$ cat config.mk
export PLATFORM = sky130hd
export DESIGN_NAME = crc5_usb_tx
export DESIGN_NICKNAME = d
export VERILOG_FILES = /design/src/rtl/crc5_usb_pkg.sv /design/src/rtl/crc5_usb_serial.sv /design/src/rtl/crc5_usb_tx.sv
export SDC_FILE = /design/constraint.sdc
export NUM_CORES = 1
export LEC_CHECK = 0
export ABC_AREA = 1
export BUFFER_PORTS_ARGS = -buffer_cell sky130_fd_sc_hd__buf_4
export CORE_MARGIN = 3
export CORE_UTILIZATION = 56
export CTS_BUF_LIST = sky130_fd_sc_hd__clkbuf_16
export CTS_CLUSTER_SIZE = 40
export DETAILED_ROUTE_END_ITERATION = 6
export GPL_TIMING_DRIVEN = 0
export PLACE_DENSITY = 0.82
export SLEW_MARGIN = 40
export SYNTH_ARGS = -nofsm -noshare
export SYNTH_HDL_FRONTEND = slang
export SYNTH_SLANG_ARGS = --single-unit
$ cat constraint.sdc
create_clock -name clk -period 1.51 [get_ports clk]
set_input_delay 0.151 -clock clk [delete_from_list [all_inputs] [get_ports clk]]
set_output_delay 0.151 -clock clk [all_outputs]
set_load 0.1 [all_outputs]
$ cat src/rtl/crc5_usb_pkg.sv
// Shared constants, state type and serial step function for the CRC-5-USB link.
package crc5_usb_pkg;

  localparam int unsigned MSG_W   = 11;
  localparam int unsigned CRC_W   = 5;
  localparam int unsigned FRAME_W = MSG_W + CRC_W;

  localparam logic [CRC_W-1:0] CRC5_POLY = 5'b00101;
  localparam logic [CRC_W-1:0] CRC5_INIT = 5'b11111;

  typedef enum logic [1:0] {
    IDLE,
    DATA,
    CRC
  } tx_state_t;

  function automatic logic [CRC_W-1:0] crc5_step(input logic [CRC_W-1:0] c, input logic b);
    return {c[CRC_W-2:0], 1'b0} ^ ((c[CRC_W-1] ^ b) ? CRC5_POLY : '0);
  endfunction

endpackage

$ cat src/rtl/crc5_usb_serial.sv
// Bit-serial CRC-5-USB engine; init may coincide with en to absorb the first bit.
module crc5_usb_serial
  import crc5_usb_pkg::*;
(
  input  logic             clk,
  input  logic             rst,
  input  logic             init,
  input  logic             en,
  input  logic             bit_in,
  output logic [CRC_W-1:0] crc
);

  always_ff @(posedge clk) begin
    if (rst) begin
      crc <= CRC5_INIT;
    end else if (init) begin
      crc <= en ? crc5_step(CRC5_INIT, bit_in) : CRC5_INIT;
    end else if (en) begin
      crc <= crc5_step(crc, bit_in);
    end
  end

endmodule

$ cat src/rtl/crc5_usb_tx.sv
// CRC-5-USB serial frame transmitter: 11 message bits then 5 inverted CRC bits, MSB first.
// Optional CRC error injection enabled by defining CRC5_USB_TX_ERRINJ_EN.
module crc5_usb_tx
  import crc5_usb_pkg::*;
#(
  parameter logic IDLE_BIT = 1'b1
) (
  input  logic             clk,
  input  logic             rst,
`ifdef CRC5_USB_TX_ERRINJ_EN
  input  logic             err_inj,
`endif
  input  logic             valid,
  output logic             ready,
  input  logic [MSG_W-1:0] msg,
  output logic             out,
  output logic             sof,
  output logic             busy,
  output logic             done
);

  tx_state_t        state;
  logic [MSG_W-1:0] shift_q;
  logic [3:0]       cnt;
  logic [CRC_W-1:0] crc;
  logic             accept;
  logic             eng_en;
  logic             eng_bit;
  logic             crc_bit;
  logic             err_q;

  assign accept = valid && ready;

  // The engine runs one bit ahead of out so the full CRC is ready when DATA ends.
  assign eng_en  = accept || (state == DATA && cnt != 4'd10);
  assign eng_bit = accept ? msg[MSG_W-1] : shift_q[MSG_W-2];

  crc5_usb_serial u_crc (
    .clk    (clk),
    .rst    (rst),
    .init   (accept),
    .en     (eng_en),
    .bit_in (eng_bit),
    .crc    (crc)
  );

  always_comb begin
    crc_bit = ~crc[0] ^ err_q;
    case (cnt)
      4'd0:    crc_bit = ~crc[3];
      4'd1:    crc_bit = ~crc[2];
      4'd2:    crc_bit = ~crc[1];
      default: ;
    endcase
  end

  always_ff @(posedge clk) begin
    if (rst) begin
      state   <= IDLE;
      cnt     <= '0;
      shift_q <= '0;
      out     <= IDLE_BIT;
      ready   <= 1'b1;
      sof     <= 1'b0;
      busy    <= 1'b0;
      done    <= 1'b0;
    end else begin
      sof  <= 1'b0;
      done <= 1'b0;
      if (accept) begin
        state   <= DATA;
        cnt     <= '0;
        shift_q <= msg;
        out     <= msg[MSG_W-1];
        sof     <= 1'b1;
        busy    <= 1'b1;
        ready   <= 1'b0;
      end else begin
        unique case (state)
          IDLE: ;
          DATA: begin
            shift_q <= {shift_q[MSG_W-2:0], 1'b0};
            if (cnt == 4'd10) begin
              state <= CRC;
              cnt   <= '0;
              out   <= ~crc[4];
            end else begin
              cnt <= cnt + 4'd1;
              out <= shift_q[MSG_W-2];
            end
          end
          CRC: begin
            if (cnt == 4'd4) begin
              state <= IDLE;
              cnt   <= '0;
              out   <= IDLE_BIT;
              busy  <= 1'b0;
            end else begin
              cnt <= cnt + 4'd1;
              out <= crc_bit;
              if (cnt == 4'd3) begin
                ready <= 1'b1;
                done  <= 1'b1;
              end
            end
          end
          default: state <= IDLE;
        endcase
      end
    end
  end

`ifdef CRC5_USB_TX_ERRINJ_EN
  always_ff @(posedge clk) begin
    if (rst) begin
      err_q <= 1'b0;
    end else if (accept) begin
      err_q <= err_inj;
    end
  end
`else
  assign err_q = 1'b0;
`endif

endmodule

; ---- Yosys cells after proc, flatten, opt, wreduce, memory -nomap -nowiden
; Index checks and enable logic that the tools add are counted.
[totals]
ff_bits = 26
latch_bits = 0
ramBits = 0
rom_bits = 0
in_bits = 14
output_inout_bits = 5
elab_cells = 82
mem_count = 0
[classes]
add_sub_neg = 1
mul = 0
n_div = 0
n_lt_le_gt_ge = 0
n_eq_ne = 14
shifts = 0
mux = 29
bitwise = 10
reduce_logical = 18
[op_table]
columns = cell, n
row1 = 2-to-1 mux 10 bit, 2
row2 = 2-to-1 mux 5 bit, 3
row3 = 2-to-1 mux 1 bit, 14
row4 = nonzero test 2 bit, 6
row5 = AND reduction 3 bit, 3
row6 = equality test 4 x 2 -> 1 bit (second input constant), 2
row7 = 2-to-1 mux 4 bit, 2
row8 = one-hot mux 4 bit (2 select lines), 1
row9 = inverter 1 bit, 7
row10 = 2-to-1 mux 3 bit, 2
row11 = != test 2 bit (second input constant), 3
row12 = one-hot mux 2 bit (3 select lines), 1
row13 = bitwise XOR 5 bit, 1
row14 = adder 4 x 1 -> 4 bit (second input constant), 1
row15 = equality test 4 x 1 -> 1 bit (second input constant), 1
row16 = equality test 4 x 3 -> 1 bit (second input constant), 1
row17 = equality test 4 bit (second input constant), 1
row18 = logical NOT 4 bit, 1
row19 = 2-to-1 mux 2 bit, 2
row20 = != test 4 bit (second input constant), 1
row21 = inverter 4 bit, 1
row22 = OR reduction 4 bit, 1
row23 = != test 3 x 2 -> 1 bit (second input constant), 1
row24 = != test 3 bit (second input constant), 1
row25 = other kinds (12), 13

; ---- Depth between registers and ports, before layout
; Gate-level depths: netlist of the first run.
[depth]
ltp_word = 7
depth_mapped = 11
mapped_depth_nobuf = 11

; ---- By module
; From an unflattened synthesis of the first run, not the netlist that was laid out.
[unflattened]
cells_unflattened = 207
hier_area_um2 = 1413.9
[by_module_without_submodules]
columns = module, n_inst, cells_per_inst, area_per_inst_um2, seq_area_each_um2
row1 = crc5_usb_tx, 1, 171, 1171.1, 420.4
row2 = crc5_usb_serial, 1, 36, 242.7, 100.1

; ---- Worst setup path after synthesis of the first run
; No wires, ideal clock.
[synth_timing]
kind = register to register
start = register ready
end = register u_crc.crc[2]
setup_ns = 0.112
arrival_time_ns = 1.711
required_ns = 1.398
setup_slack_ns = -0.313
path_stages_with_launch = 8
path_buffers = 1
synth_period_minus_slack_ns = 1.823
path_cell_list = dfxtp_1 -> nand2_2 -> buf_6 -> or2_4 -> nand3_2 -> nand2_1 -> nand2_1 -> nand2_1
[synth_via]
elab_chain_cells = 7
elab_cells_between_ends = 12
cone_classes = mux (6) / bitwise (3) / reduce/logical (3)
[synth_lines]
columns = element, line
row1 = "start, declared", crc5_usb_tx.sv:14  ; output logic ready,
row2 = "start signal, assigned", crc5_usb_tx.sv:63  ; ready <= 1'b1;
row3 = "start signal, assigned", crc5_usb_tx.sv:77  ; ready <= 1'b0;
row4 = "start signal, assigned", crc5_usb_tx.sv:102  ; ready <= 1'b1;
row5 = logical AND 1 bit *, crc5_usb_tx.sv:32  ; assign accept = valid && ready;
row6 = 2-to-1 mux 1 bit, crc5_usb_tx.sv:36  ; assign eng_bit = accept ? msg[MSG_W-1] : shift_q[MSG_W-2];
row7 = bitwise XOR 1 bit, crc5_usb_pkg.sv:18  ; return {c[CRC_W-2:0], 1'b0} ^ ((c[CRC_W-1] ^ b) ? CRC5_POLY : '0);
row8 = 2-to-1 mux 3 bit, crc5_usb_pkg.sv:18
row9 = bitwise XOR 5 bit, crc5_usb_pkg.sv:18
row10 = 2-to-1 mux 5 bit, crc5_usb_serial.sv:18  ; end else if (en) begin
row11 = 2-to-1 mux 5 bit, crc5_usb_serial.sv:16  ; end else if (init) begin
row12 = "end signal, assigned", crc5_usb_serial.sv:17  ; crc <= en ? crc5_step(CRC5_INIT, bit_in) : CRC5_INIT;
row13 = "end signal, assigned", crc5_usb_serial.sv:19  ; crc <= crc5_step(crc, bit_in);
row14 = "end, declared", crc5_usb_serial.sv:10  ; output logic [CRC_W-1:0] crc
; Mark *: on every way between the ends. The rest lies on a longest branch, timed or not. The select of a mux whose other input is x is not followed.
; A chain may end at the register's enable or synchronous reset.

; ---- Final worst setup path of the first run
[layout_timing]
start = register state[0]
end = register out
[layout_via]
elab_chain_cells = 3
elab_cells_between_ends = 5
cone_classes = eq/ne (2) / mux (2) / reduce/logical (1)
[layout_lines]
columns = element, line
row1 = "start, declared", crc5_usb_tx.sv:22  ; tx_state_t state;
row2 = "start signal, assigned", crc5_usb_tx.sv:59  ; state <= IDLE;
row3 = "start signal, assigned", crc5_usb_tx.sv:71  ; state <= DATA;
row4 = "start signal, assigned", crc5_usb_tx.sv:84  ; state <= CRC;
row5 = equality test 2 bit or equality test 2 x 1 -> 1 bit (tied branches), crc5_usb_tx.sv:79  ; unique case (state)
row6 = one-hot mux 1 bit (2 select lines), crc5_usb_tx.sv:79
row7 = 2-to-1 mux 1 bit, crc5_usb_tx.sv:70  ; if (accept) begin
row8 = "end signal, assigned", crc5_usb_tx.sv:74  ; out <= msg[MSG_W-1];
row9 = "end signal, assigned", crc5_usb_tx.sv:86  ; out <= ~crc[4];
row10 = "end signal, assigned", crc5_usb_tx.sv:89  ; out <= shift_q[MSG_W-2];
row11 = "end, declared", crc5_usb_tx.sv:16  ; output logic out,
; Parallel ways exist; a longest one is shown, timed or not.

==> results of run 1 <==
path summary, 6_finish.rpt:
check / endpoint / startpoint / cells after the start
setup reg to reg: out / state[0] / 10
setup / recovery: out / state[0] / 10
hold / removal: shift_q[0] / msg[0] / 2
hold reg to reg: shift_q[3] / shift_q[2] / 2
cells in the final DEF, fill, tap and decap left out, drive strengths merged, types with 2 or more instances in the layout:
cell type  synthesis  routed
a21oi              3       3
a31oi              2       2
buf                4      21
clkbuf             0       4
dfxtp             26      26
ha                 7       7
inv               30      30
nand2             72      72
nand3             19      19
nand4              2       2
nor2               9       9
o211ai             2       2
o21ai              2       2
o221ai             3       3
xor2               2       2
through the flow:
step	area (um^2)	total power, mW	setup slack, ns
CTS	1650	1.99	0.0501
global placement	1540	1.21	0.149
detailed placement	1540	1.23	0.105
floorplan	1370	1.12	0.0312
global route	1670	2.09	-0.000797
finish	1670	1.99	0.112
report_power, final:
part	total [mW]	internal [mW]	switching [mW]
Clock	0.764	0.527	0.236
Combinational	0.451	0.159	0.292
Sequential	0.778	0.744	0.0349
sequential cells by signal, indices dropped and copies added (netlist names):
name,count
cnt,4
out,1
state,2
shift_q,10
busy,1
ready,1
done,1
u_crc.crc,5
sof,1
worst max-delay path: stages (launching register included):
cell     delay, ns
dfxtp_1       0.40
inv_1         0.08
ha_1          0.25
inv_2         0.11
nand2_1       0.10
nand2_1       0.07
nand2_1       0.04
nand2_1       0.07
nand2_1       0.06
nand2_1       0.06
nand2_1       0.04
cells by family after synthesis:
family,share of synthesized area
flops,0.380
xor+xnor,0.0128
fa+ha+maj,0.0640
compound gates,0.0686
buf+inv,0.106
simple gates,0.361
mux,0.00731
per-layer routing:
| layer | GRT usage | vias up |
|---|---|---|
| met3 | 0.0537 | 4 |
| met4 | 0.0486 | 0 |
| met2 | 0.333 | 30 |
| met5 | 0 | - |
| met1 | 0.239 | 561 |
| li1 | - | 629 |
layout make-up:
cell class / instances / area [um^2]
Multi-Input combinational cell: 128 / 723
Buffer: 4 / 35.0
Sequential cell: 26 / 524
Timing Repair Buffer: 18 / 135
Clock inverter: 1 / 30.0
Clock buffer: 3 / 75.1
Inverter: 30 / 113
Tap cell: 28 / 35.0
Fill cell: 169 / 606
==> flow_summary.rst, run 1 <==
.. list-table::
   :header-rows: 1

   * - Metric
     - Value
   * - Initial standard-cell utilization of the core
     - 0.601
   * - Dominant synthesized flop cell
     - dfxtp_1
   * - Met1 routed wirelength after detailed routing
     - ~1300 um
   * - Post-synthesis to final-layout area growth
     - 22.0%
   * - Fraction of layout cells with a size suffix above 1
     - 0.238
   * - Number of global-route vias before repair
     - 1161
   * - Setup-violating endpoint count in the final report
     - 0
   * - Number of standard cells after synthesis
     - 188
   * - Time the worst path needs with I/O delays and setup
     - about 1.4 ns
   * - Warnings, synthesis
     - 0
   * - Startpoint class of the critical path
     - flip-flop
   * - Final number of max-transition violations
     - 0
   * - Post-detailed-routing wire length
     - between 2000 and 3000 um
   * - Number of nets still failing antenna checks after routing
     - 0
   * - Number of sinks driven by the clock tree
     - 26
   * - Final weighted congestion in routability-driven placement
     - ~0.83
   * - Pre-Repair DR Iteration Count
     - 4
   * - Dominant cell by count in the synthesized netlist
     - nand2_1
   * - PostCTS Resize Cnt
     - 0
   * - Core utilization of the finished layout
     - 0.734
   * - Number of antenna violations at the first check in global routing
     - 0
   * - First-pass GRT wire length
     - roughly 4900 um
   * - Minimum setup slack among reg-to-reg paths
     - 0.11 ns
   * - Power Density
     - about 1200 mW/mm^2
   * - Post-Syn Area per Cell
     - ~7.3 um^2
   * - Number of primary I/O pins
     - 19
   * - Worst path arrival time
     - between 1.5 and 2 ns
   * - Leading cell types by total area after synthesis
     - dfxtp_1, nand2_1, inv_1, ha_1, nand3_1
   * - DRC marker count from the first detailed-route iteration
     - 33
   * - ANT cells
     - 0
   * - Number of cells after detailed placement
     - about 230
   * - Least-Margin Pin Slew
     - approximately 0.28 ns
   * - GR Util All Layers
     - 0.194
   * - Total overflow reported by the global router
     - 0
   * - Largest net degree at the start of global routing
     - 16
   * - Uppermost routed layer
     - met4
   * - Die Area
     - a little over 0.003 mm^2
   * - Maximum fanout count along the critical path
     - 5
   * - Static leakage
     - between 0.8 and 0.9 nW
   * - Portion of the post-synthesis area used by sequential elements
     - 0.380
   * - Setup Fix Bufs, Post-CTS
     - 0
   * - TritonCTS clock tree
     - done
   * - Post-Syn Nets
     - approximately 210
   * - Buffers on Ports
     - 18
   * - Cell at the root of the clock tree
     - clkbuf_16
   * - Skew final
     - around 0.0036 ns
   * - Count of H-tree levels built during CTS
     - 1
   * - Path class of the lowest-slack min-delay path
     - in2reg
   * - Final Instance Count excl. Fillers
     - about 240
   * - Area share of the largest cell type after synthesis
     - 0.380
   * - CTS buffer count
     - 3
   * - Area inside the core boundary
     - roughly 0.0023 mm^2
   * - Sum of negative setup slack
     - 0 ns
   * - Max-Cap Viols
     - 0
   * - Clk_lat worst skew
     - 0.26 ns
   * - Horizontal die dimension
     - between 50 and 60 um
   * - Run status
     - finished, final reports clean
   * - Clock buffer depth
     - 2
   * - Post-DR vias/cell
     - slightly above 5
   * - Cell variety after synth
     - 27
   * - Mapped cell area
     - ~0.0014 mm^2
   * - Number of vias after detailed routing
     - roughly 1200
   * - Nets@finish
     - roughly 230
   * - Placed wire-length estimate after detailed placement
     - ~2200 um
   * - Async set or reset register ratio after synthesis
     - 0
   * - Rows
     - 17
   * - Maximum ir drop on the vdd rail
     - between 0.001 and 0.0015 V
   * - Routed wl met3
     - about 140 um
   * - Clock slew at the register clock pins of the worst setup and hold paths
     - about 0.06 ns
   * - Per-cell routed wire length
     - 11.9 um
   * - Post-synthesis cell type with the largest combined area
     - dfxtp_1
   * - # hold bufs at CTS
     - 0
   * - Met2 routed WL
     - 1400 um
   * - Number of failing hold endpoints at the final stage
     - 0
   * - Critical path class
     - reg2reg
   * - Highest Clock Rate
     - just over 700 MHz
   * - Endpoint kind of the worst setup timing path
     - flip-flop
   * - DRC errors left
     - 0
   * - Register bit count reported by yosys
     - 26
   * - Most numerous cell types in the synthesized netlist
     - nand2_1, inv_1, dfxtp_1
   * - Number of enable-type register cells in the synthesized netlist
     - 0
   * - Remaining max-slew budget at the tightest pin
     - 0.814
   * - Final-layout worst hold slack
     - between 0.1 and 0.15 ns
   * - Part of the cycle the worst path needs
     - 0.926
   * - Vert. Die Dim
     - roughly 55 um
   * - Worst Path Required
     - 1.67 ns
(Power assumes the default switching activity.)
==> run 2: changes to the inputs <==
- PLACE_DENSITY: 0.82 -> 0.78
==> flow_summary.rst, run 2 (synthesis results as in run 1) <==
.. list-table::
   :header-rows: 1

   * - Metric
     - Value
   * - Run status
     - finished, final reports clean
   * - Most common library cell in the layout ignoring fill and taps
     - nand2_1
   * - Post-synthesis to final-layout area growth
     - 19.0%
   * - Rows
     - 17
   * - TritonCTS clock tree
     - done
   * - Number of sinks driven by the clock tree
     - 26
   * - End point of the most critical hold path
     - shift_q[0]
   * - Fraction of layout cells with a size suffix above 1
     - 0.224
   * - Nets@finish
     - between 200 and 250
   * - Post-DR vias/cell
     - 5.14
   * - Worst Path Required
     - about 1.7 ns
   * - Clock slew at the register clock pins of the worst setup and hold paths
     - roughly 0.06 ns
   * - Number of primary I/O pins
     - 19
   * - Critical path class
     - reg2reg
   * - Number of failing hold endpoints at the final stage
     - 0
   * - Sum of negative setup slack
     - 0 ns
   * - Path class of the lowest-slack min-delay path
     - in2reg
   * - Clock buffer depth
     - 2
   * - Area inside the core boundary
     - approximately 0.0023 mm^2
   * - PostCTS Resize Cnt
     - 0
   * - Number of global-route vias before repair
     - roughly 1200
   * - Largest register by flop count
     - shift_q
   * - Final weighted congestion in routability-driven placement
     - approximately 0.85
   * - Clk_lat worst skew
     - around 0.25 ns
   * - Vert. Die Dim
     - 55.4 um
   * - # hold bufs at CTS
     - 0
   * - Number of cells after detailed placement
     - around 230
   * - Least-Margin Pin Slew
     - about 0.28 ns
   * - Pre-Repair DR Iteration Count
     - 4
   * - Cell at the root of the clock tree
     - clkbuf_16
   * - Number of antenna violations at the first check in global routing
     - 0
   * - Remaining max-slew budget at the tightest pin
     - 0.815
   * - Max-Cap Viols
     - 0
   * - Post-detailed-routing wire length
     - around 2800 um
   * - Final number of max-transition violations
     - 0
   * - Setup repair after global routing missed its margin
     - false
   * - Part of the cycle the worst path needs
     - 0.927
   * - Highest Clock Rate
     - about 710 MHz
   * - Cell count of the worst hold path
     - 2
   * - Static leakage
     - 0.870 nW
   * - Setup Fix Bufs, Post-CTS
     - 0
   * - Power Density
     - 1100 mW/mm^2
   * - ANT cells
     - 0
   * - Maximum fanout count along the critical path
     - 5
   * - DRC errors left
     - 0
   * - Maximum ir drop on the vdd rail
     - roughly 0.0008 V
   * - Horizontal die dimension
     - about 55 um
   * - Largest net degree at the start of global routing
     - 15
   * - Capture instance of the worst register-to-register path
     - out
   * - Startpoint of the lowest-slack hold path
     - msg[0]
   * - Max reg flops
     - 10
   * - Top library cells by usage in the layout, fill and taps aside
     - nand2_1, inv_1, dfxtp_1, buf_4, nand3_1
   * - Core utilization of the finished layout
     - 0.716
   * - GR Util All Layers
     - 0.192
   * - Total overflow reported by the global router
     - 0
   * - CTS buffer count
     - 3
   * - Startpoint class of the critical path
     - flip-flop
   * - Number of vias after detailed routing
     - around 1200
   * - Beginning of the worst register-to-register path
     - cnt[1]
   * - Number of cells on the worst reg-to-reg path
     - 10
   * - Buffers on Ports
     - 18
   * - Worst path arrival time
     - about 1.6 ns
   * - Final-layout worst hold slack
     - 0.0997 ns
   * - Setup-violating endpoint count in the final report
     - 0
   * - Die Area
     - 0.00307 mm^2
   * - Final Instance Count excl. Fillers
     - between 200 and 250
   * - First-pass GRT wire length
     - about 4900 um
   * - Skew final
     - ~0.0016 ns
   * - Placed wire-length estimate after detailed placement
     - roughly 2200 um
   * - Initial standard-cell utilization of the core
     - 0.601
   * - Count of H-tree levels built during CTS
     - 1
   * - Number of nets still failing antenna checks after routing
     - 0
   * - Time the worst path needs with I/O delays and setup
     - approximately 1.4 ns
   * - Per-cell routed wire length
     - 11.8 um
   * - Minimum setup slack among reg-to-reg paths
     - approximately 0.11 ns
   * - DRC marker count from the first detailed-route iteration
     - 22
   * - Largest registers in the final layout
     - shift_q (10), u_crc.crc (5), cnt (4)
   * - Endpoint kind of the worst setup timing path
     - flip-flop
run 2: where the power goes:
part / internal [mW] / switching (mW)
combinational: 0.155 / 0.288
sequential: 0.744 / 0.0360
clock: 0.354 / 0.222
total: 1.25 / 0.546
run 2: critical path, cell delays in order, from the launching register on:
cell and delay [ns]:
dfxtp_2 0.37, inv_1 0.07, ha_1 0.21, nand3_1 0.15, nand2_2 0.09, inv_1 0.07
nand3_1 0.10, nand2_1 0.07, nand2_1 0.04, nand2_1 0.06, nand2_1 0.05
run 2: final cells by class:
type                    instances  area (um^2)
flip-flops and latches         26          524
well taps                      28         35.0
clock buffers                   3         75.1
plain buffers                   4         35.0
multi-input cells             128          708
inverters                      30          113
repair buffers                 18          135
clock inverters                 1         3.75
fillers                       178          647
run 2: through the flow:
| stage | worst slack, ns | power, mW | cell area (um^2) |
|---|---|---|---|
| after CTS | 0.0211 | 1.80 | 1620 |
| after global placement | 0.156 | 1.21 | 1540 |
| after detailed placement | 0.106 | 1.23 | 1540 |
| after global routing | 0.0186 | 1.88 | 1630 |
| after floorplan | 0.0312 | 1.12 | 1370 |
| final | 0.110 | 1.80 | 1630 |
run 2: worst max-delay path by stage:
stage	startpoint	slack (ns)	cells after the start	endpoint
3_3_place_gp	cnt[0]	0.16	10	out
3_5_place_dp	state[1]	0.11	10	shift_q[2]
6_report	cnt[1]	0.11	10	out
5_1_grt	cnt[1]	0.02	10	out
2_1_floorplan	ready	0.03	7	u_crc.crc[2]
4_1_cts	cnt[1]	0.02	10	out
run 2: layer usage:
| metal | vias up | share of wire | global-route usage |
|---|---|---|---|
| li1 | 631 | - | - |
| met4 | 0 | 0.017 | 0.0694 |
| met3 | 8 | 0.035 | 0.0374 |
| met5 | - | 0 | 0 |
| met2 | 22 | 0.48 | 0.329 |
| met1 | 562 | 0.47 | 0.237 |
